==> src/rtl/seq_restoring_divider_if.sv <==
// seq_restoring_divider_if: start/operand request and result bundle for the sequential divider
//   master drives start, dividend, divisor and watches busy/done/results
//   slave (the divider) drives busy, done, quotient, remainder, div_by_zero
interface seq_restoring_divider_if #(
    parameter int N = 4
);
    logic         start;
    logic [N-1:0] dividend;
    logic [N-1:0] divisor;
    logic         busy;
    logic         done;
    logic [N-1:0] quotient;
    logic [N-1:0] remainder;
    logic         div_by_zero;
    modport master (
        output start, dividend, divisor,
        input  busy, done, quotient, remainder, div_by_zero
    );
    modport slave (
        input  start, dividend, divisor,
        output busy, done, quotient, remainder, div_by_zero
    );
endinterface

==> src/rtl/seq_restoring_divider.sv <==
// seq_restoring_divider: N-bit unsigned restoring divider, one quotient bit per clock
//   clk, rst_n : rising-edge clock, asynchronous active-low reset
//   io (slave) : start/dividend/divisor in; busy, done pulse, quotient, remainder, div_by_zero out
module seq_restoring_divider #(
    parameter int N = 4
) (
    input logic                    clk,
    input logic                    rst_n,
    seq_restoring_divider_if.slave io
);
    localparam int CW = (N > 2) ? $clog2(N) : 1;
    typedef enum logic [1:0] {IDLE, CALC, DONE} state_t;
    state_t        state_q, state_d;
    logic [N-1:0]  r_q, r_d;
    logic [N-1:0]  q_q, q_d;
    logic [N-1:0]  d_q, d_d;
    logic [CW-1:0] count_q, count_d;
    logic [N-1:0]  quotient_q, quotient_d;
    logic [N-1:0]  remainder_q, remainder_d;
    logic          dbz_q, dbz_d;
    logic [N:0]    rs, t;
    // r_q only holds N bits: a kept remainder is always below the divisor
    always_comb begin
        state_d     = state_q;
        r_d         = r_q;
        q_d         = q_q;
        d_d         = d_q;
        count_d     = count_q;
        quotient_d  = quotient_q;
        remainder_d = remainder_q;
        dbz_d       = dbz_q;
        rs          = {r_q, q_q[N-1]};
        t           = rs - {1'b0, d_q};
        unique case (state_q)
            IDLE: if (io.start) begin
                if (io.divisor == '0) begin
                    state_d     = DONE;
                    quotient_d  = '1;
                    remainder_d = io.dividend;
                    dbz_d       = 1'b1;
                end else begin
                    state_d = CALC;
                    q_d     = io.dividend;
                    d_d     = io.divisor;
                    r_d     = '0;
                    count_d = '0;
                end
            end
            CALC: begin
                r_d     = t[N] ? rs[N-1:0] : t[N-1:0];
                q_d     = {q_q[N-2:0], ~t[N]};
                count_d = count_q + 1'b1;
                if (count_q == CW'(N - 1)) begin
                    state_d     = DONE;
                    quotient_d  = q_d;
                    remainder_d = r_d;
                    dbz_d       = 1'b0;
                end
            end
            DONE:    state_d = IDLE;
            default: state_d = IDLE;
        endcase
    end
    always_ff @(posedge clk or negedge rst_n) begin
        if (!rst_n) begin
            state_q     <= IDLE;
            r_q         <= '0;
            q_q         <= '0;
            d_q         <= '0;
            count_q     <= '0;
            quotient_q  <= '0;
            remainder_q <= '0;
            dbz_q       <= 1'b0;
        end else begin
            state_q     <= state_d;
            r_q         <= r_d;
            q_q         <= q_d;
            d_q         <= d_d;
            count_q     <= count_d;
            quotient_q  <= quotient_d;
            remainder_q <= remainder_d;
            dbz_q       <= dbz_d;
        end
    end
    assign io.busy        = state_q == CALC;
    assign io.done        = state_q == DONE;
    assign io.quotient    = quotient_q;
    assign io.remainder   = remainder_q;
    assign io.div_by_zero = dbz_q;
endmodule

==> src/flat_wrapper.sv <==
// flat-port wrapper written by rule: the top's interface ports become plain ports
module seq_restoring_divider_flat 
#(
    parameter int N = 4
)
  (clk, rst_n, io_start, io_dividend, io_divisor, io_busy, io_done, io_quotient, io_remainder, io_div_by_zero);
  seq_restoring_divider_if #(.N(N)) io_i ();
  input logic clk;
  input logic rst_n;
  input wire logic [$bits(io_i.start)-1:0] io_start;
  input wire logic [$bits(io_i.dividend)-1:0] io_dividend;
  input wire logic [$bits(io_i.divisor)-1:0] io_divisor;
  output wire logic [$bits(io_i.busy)-1:0] io_busy;
  output wire logic [$bits(io_i.done)-1:0] io_done;
  output wire logic [$bits(io_i.quotient)-1:0] io_quotient;
  output wire logic [$bits(io_i.remainder)-1:0] io_remainder;
  output wire logic [$bits(io_i.div_by_zero)-1:0] io_div_by_zero;
  assign io_i.start = io_start;
  assign io_i.dividend = io_dividend;
  assign io_i.divisor = io_divisor;
  assign io_busy = io_i.busy;
  assign io_done = io_i.done;
  assign io_quotient = io_i.quotient;
  assign io_remainder = io_i.remainder;
  assign io_div_by_zero = io_i.div_by_zero;
  seq_restoring_divider #(.N(N)) u_core (.clk(clk), .rst_n(rst_n), .io(io_i));
endmodule
==> config.mk <==
export PLATFORM = sky130hd
export DESIGN_NAME = seq_restoring_divider_flat
export DESIGN_NICKNAME = d
export VERILOG_FILES = /design/src/rtl/seq_restoring_divider_if.sv /design/src/rtl/seq_restoring_divider.sv /design/src/flat_wrapper.sv
export SDC_FILE = /design/constraint.sdc
export NUM_CORES = 1
export LEC_CHECK = 0
export ABC_AREA = 1
export ABC_CLOCK_PERIOD_IN_PS = 2900
export CORE_MARGIN = 3
export CORE_UTILIZATION = 35
export CTS_BUF_LIST = sky130_fd_sc_hd__clkbuf_16
export DETAILED_ROUTE_END_ITERATION = 6
export MAX_ROUTING_LAYER = met4
export REMOVE_ABC_BUFFERS = 1
export SYNTH_ARGS = -nofsm -noshare
export SYNTH_HDL_FRONTEND = slang
export SYNTH_SLANG_ARGS = --single-unit
==> constraint.sdc <==
create_clock -name clk -period 2.9 [get_ports clk]
set_input_delay 0.725 -clock clk [delete_from_list [all_inputs] [get_ports clk]]
set_output_delay 0.725 -clock clk [all_outputs]
set_load 0.005 [all_outputs]
==> impl_metrics.ini, run 1 <==
[worst_hold_path]
hp-class = reg -> reg

[routing]
vias = 1138
drtPass1Iterations = 4
drcViolationCount = 0
route.detailed.wl_per_inst_um = 11.6
wirelength_mm = 2.72
ant_nets = 0
drtIter0Drc = 53
via_per_inst = 4.84

[global_routing]
grt_max_degree = 26
grt_pass1_vias = 1083
antenna_found_initial = 0
grt.overflow.total = 0
grt_usage_pct = 14.2
grt_pass1_wl_mm = 4.87

[worst_setup_path]
path_class = reg -> out
path_buf_inv = 3
path_max_fanout = 15
end_kind = output pin
worstPathArrival_ns = 1.77
cpMaxStageDelayCell = clkdlybuf4s50_1
crit_required_ns = 2.17
cp-start-kind = register
slowest_delay_ns = 0.56
crit_path_cell_trace = inv_1, nand2_1, inv_2, clkdlybuf4s50_1
crit_family = buffers and inverters

[synth]
yosys_warnings = 0
synth-seq-cells = 25
yosysUniqueCellTypes = 22
ys_seq_area_share_pct = 47.2
avgSynthCellArea_um2 = 7.98
synth_ff_type = dfrtp_1
async_flop_share_pct = 100
synthCells = 166
syn_area_um2 = 1330
synth_enable_flop_cells = 0

[sta]
rsz0062_at_grt = no
finalSetupTns_ns = 0
setup_viol = 0
whs_ns = 0.494
fin_worst_skew_ns = 0.00492
fin_crit_sh_pct = 86.0
layout_min_cycle_time_ns = 2.49
fmax_mhz = 401
finalHoldViolations = 0
slew_violations = 0
worst_pin_slew_ns = 0.356
worst_slew_margin_rel_pct = 76.2

[cts]
cts_inserted_buffers = 3
hold_buffers = 0
post_cts_buffers = 0
cts_num_sinks = 25
clk_latency_ns = 0.25
ctsRootBufferMaster = clkbuf_16
cts_resized = 0
h-tree-depth = 1
clk_pin_slew_ns = 0.06
cts_buffer_depth = 2
cts_tree = built

[placement]
dpl.cell_count = 231
dpl.hpwl_mm = 2.06
io_buffers = 21
gp_congestion = 0.789

[pwr]
p_leak_nw = 0.831
p_per_area_nw_per_um2 = 1140
peakVddDrop_uv = 499

[floorplanning]
die_w_um = 67.5
dieArea_um2 = 4560
ioPinCount = 22
core_area_um2 = 3490
num_rows = 21
start_util_pct = 37.9
die_y_um = 67.5

[final_layout]
area_delta_synth_final_pct = 24.9
final_common_cell = nand2_1
multi_input_area_um2 = 556
n_antenna_cell = 0
layout-drive-gt1-share_pct = 4.23
stdcell_count = 235
seq_area_um2 = 626
final_nets = 207
n_fill_cell = 362
final_cell_mix = nand2_1, inv_1, dfrtp_1, nand3_1, clkdlybuf4s50_1

[status]
outcome = finished, final reports clean

[flow_run]
max-cap-violations = 0
[state kept, by name, indices dropped and copies added (netlist names)]
| name | cells |
|---|---|
| u_core.d_q | 4 |
| u_core.io.quotient | 4 |
| u_core.io.remainder | 4 |
| u_core.q_q | 4 |
| u_core.r_q | 4 |
| u_core.count_q | 2 |
| u_core.state_q | 2 |
| u_core.io.div_by_zero | 1 |
[through the flow]
step                      cell area [um2]  setup WS [ns]  total power, mW  utilization [%]
after floorplan                      1300           1.24             1.26                -
after CTS                            1660          0.428             1.90             47.4
final                                1660          0.407             1.88             47.4
after detailed placement             1580          0.709             1.60             45.1
after global routing                 1660          0.303             2.08             47.4
after global placement               1580          0.726             1.58             45.1
[synth_stat cells, types with 2 or more instances]
library cell,count,area [um2]
or2_0,3,18.8
nand3_1,22,110
a21oi_1,2,10.0
inv_2,3,11.3
o21ai_0,9,45.0
ha_1,5,62.6
a31oi_1,5,31.3
inv_1,29,109
nand2_1,31,116
nor2_1,16,60.1
o21ai_1,5,25.0
o211ai_1,2,15.0
dfrtp_1,25,626
[power breakdown]
part | internal, mW | switching [mW] | total, mW
Sequential | 0.507 | 0.0819 | 0.589
Combinational | 0.412 | 0.588 | 1.00
Clock | 0.184 | 0.112 | 0.296
Total | 1.10 | 0.782 | 1.88
[cells by family (layout without fill, tap and decap cells)]
kind of cell	Yosys count	in the layout	synth area share (%)
and+or+nand+nor	75	75	24.8
buffers and inverters	35	58	10.9
DFF	25	25	47.2
AOI/OAI and AO/OA	24	24	10.2
adders and majority gates	6	6	6.23
xor gates and xnor gates	1	1	0.661
[area by class of cell]
| type | count | area share (%) |
|---|---|---|
| flip-flops and latches | 25 | 37.8 |
| multi-input cells | 106 | 33.6 |
| inverters | 32 | 7.26 |
| well taps | 46 | 3.48 |
| clock buffers | 3 | 4.54 |
| clock inverters | 1 | 0.227 |
| repair buffers | 22 | 13.2 |
[layer usage]
metal	global-route usage, %	up-vias	share of wire, %
li1	-	580	-
met1	18.5	542	48
met2	23.2	14	49
met3	2.00	2	2.5
met4	3.80	0	0.59
met5	-	-	0
[worst paths after layout]
path,from,endpoint,slack [ns],depth (start not counted)
setup / recovery,u_core.state_q[1],io_busy,0.41,4
hold / removal,u_core.io.div_by_zero,u_core.io.div_by_zero,0.49,2
setup reg to reg,u_core.d_q[0],u_core.io.remainder[3],1.04,11
hold reg to reg,u_core.io.div_by_zero,u_core.io.div_by_zero,0.49,2
max in group asynchronous,rst_n,u_core.count_q[0],1.81,2
min in group asynchronous,rst_n,u_core.io.remainder[3],0.83,2
[tightest hold or removal path, cell delays in order (launching register included)]
cell	delay [ns]
dfrtp_1	0.34
nand2_1	0.05
o21ai_0	0.06
Note: power is estimated with default switching activity, not from simulation.
==> inputs of run 2 (changes only) <==
- MAX_ROUTING_LAYER: met4 -> default
==> run 2 against run 1 <==
  * Clock power up 4%
  * First-iteration DRC count down 40%
  * Cell count unchanged
  * Worst hold slack worse by 0.0012 ns
==> impl_metrics.ini, run 2 (same netlist as run 1, synthesis figures left out) <==
[cts]
cts_inserted_buffers = 3
h-tree-depth = 1
cts_num_sinks = 25
ctsRootBufferMaster = clkbuf_16
cts_buffer_depth = 2
post_cts_buffers = 0
clk_pin_slew_ns = 0.06
hold_buffers = 0
cts_tree = built
clk_latency_ns = 0.26
cts_resized = 0

[pwr]
p_sw_share_pct = 41.7
combPwrFrac_pct = 52.6
peakVddDrop_uv = 450
p_per_area_nw_per_um2 = 1140
p_int_mw = 1.10
p_leak_nw = 0.829
p_switching_mw = 0.788
power_frac_clock_pct = 16.3
total_power_mw = 1.89
seqPwrFrac_pct = 31.1

[sta]
fmax_mhz = 400
whs_ns = 0.492
fin_worst_skew_ns = 0.00551
slew_violations = 0
layout_min_cycle_time_ns = 2.50
worst_slew_margin_rel_pct = 74.9
finalSetupTns_ns = 0
rsz0062_at_grt = no
worst_pin_slew_ns = 0.376
fin_crit_sh_pct = 86.1
setup_viol = 0
finalHoldViolations = 0

[placement]
gp_congestion = 0.796
dpl-instance-area_um2 = 1580
io_buffers = 21
dpl.hpwl_mm = 2.08

[worst_setup_path]
crit_required_ns = 2.17
end_kind = output pin
crit_family = buffers and inverters
path_class = reg -> out
path_buf_inv = 3
worstPathArrival_ns = 1.77
worst-path-stages = 4
crit_path_cell_trace = inv_1, nand2_1, inv_2, clkdlybuf4s50_1
reg2regPathDepth = 12
slowest_delay_ns = 0.56
cp-start-kind = register
path_max_fanout = 15
cpMaxStageDelayCell = clkdlybuf4s50_1

[routing]
route.detailed.wl_per_inst_um = 11.7
drcViolationCount = 0
drtIter0Drc = 32
drtPass1Iterations = 4
ant_nets = 0
via_per_inst = 4.78
vias = 1123
wirelength_mm = 2.74

[final_layout]
fin_area_um2 = 1660
multi_input_area_um2 = 556
final_cell_mix = nand2_1, inv_1, dfrtp_1, nand3_1, clkdlybuf4s50_1
n_fill_cell = 356
layout-drive-gt1-share_pct = 4.76
final_common_cell = nand2_1
final_nets = 207
seq_area_um2 = 626
area_delta_synth_final_pct = 25.0
n_antenna_cell = 0

[global_routing]
grt_pass1_vias = 1102
grt.overflow.total = 0
antenna_found_initial = 0
grt_usage_pct = 13.8
grt_pass1_wl_mm = 4.76
grt_max_degree = 26

[floorplanning]
dieArea_um2 = 4560
ioPinCount = 22
start_util_pct = 37.9
die_w_um = 67.5
num_rows = 21
core_area_um2 = 3490
die_y_um = 67.5

[worst_hold_path]
hp-class = reg -> reg
hold_depth = 2

[flow_run]
max-cap-violations = 0

[status]
outcome = finished, final reports clean
-- run 2: cell types whose count changed in the layout (fill, tap and decap cells not counted), sizes merged --
cell | before | now
clkinv | 0 | 1
inv | 33 | 32
-- run 2: final timing paths --
path,from,endpoint,slack (ns)
worst max-delay path,u_core.state_q[1],io_busy,0.40
worst min-delay path,u_core.io.div_by_zero,u_core.io.div_by_zero,0.49
worst max register to register,u_core.q_q[3],u_core.io.remainder[0],1.00
worst min register to register,u_core.io.div_by_zero,u_core.io.div_by_zero,0.49
max in group asynchronous,rst_n,u_core.state_q[0],1.82
min in group asynchronous,rst_n,u_core.io.remainder[3],0.83
-- run 2: cell type report --
class	instances	area share, %
sequential	25	37.8
multi-input combinational	106	33.5
timing repair buffer	22	13.1
inverter	32	7.25
clock buffer	3	4.53
tap	46	3.47
clock inverter	1	0.302
-- run 2: layer usage --
metal,wire (um),vias to the layer above,GRT usage (%)
met2,1310,13,21.7
met3,54,5,2.00
met4,45,0,6.08
met1,1330,531,18.8
met5,0,-,0
li1,-,574,-
-- run 2: per-stage QoR --
stage / utilization (%) / setup WS (ns) / std cells
6_report: 47.4 / 0.403 / 235
3_5_place_dp: 45.1 / 0.702 / 231
4_1_cts: 47.4 / 0.410 / 235
3_3_place_gp: 45.1 / 0.728 / 231
2_1_floorplan: - / 1.24 / 163
5_1_grt: 47.4 / 0.278 / 235
-- run 2: power by group through the flow --
stage,registers [mW],logic [mW],clock network (mW)
finish,0.588,0.996,0.308
global route,0.608,1.15,0.329
CTS,0.591,1.00,0.315
detailed placement,0.596,1.00,0
global placement,0.589,0.987,0
floorplan,0.584,0.675,0
-- run 2: worst register-to-register path: cells and delay by family, from the launching register on --
| kind | cells | cell delay, ns |
|---|---|---|
| buffers and inverters | 3 | 0.21 |
| adders and majority gates | 2 | 0.61 |
| DFF | 1 | 0.35 |
| and+or+nand+nor | 7 | 0.67 |
==> inputs of run 3 (changes only) <==
- HOLD_SLACK_MARGIN: default -> 0.06
==> results of run 3 <==
The final DEF is identical to that of run 2; final timing and power are the same.
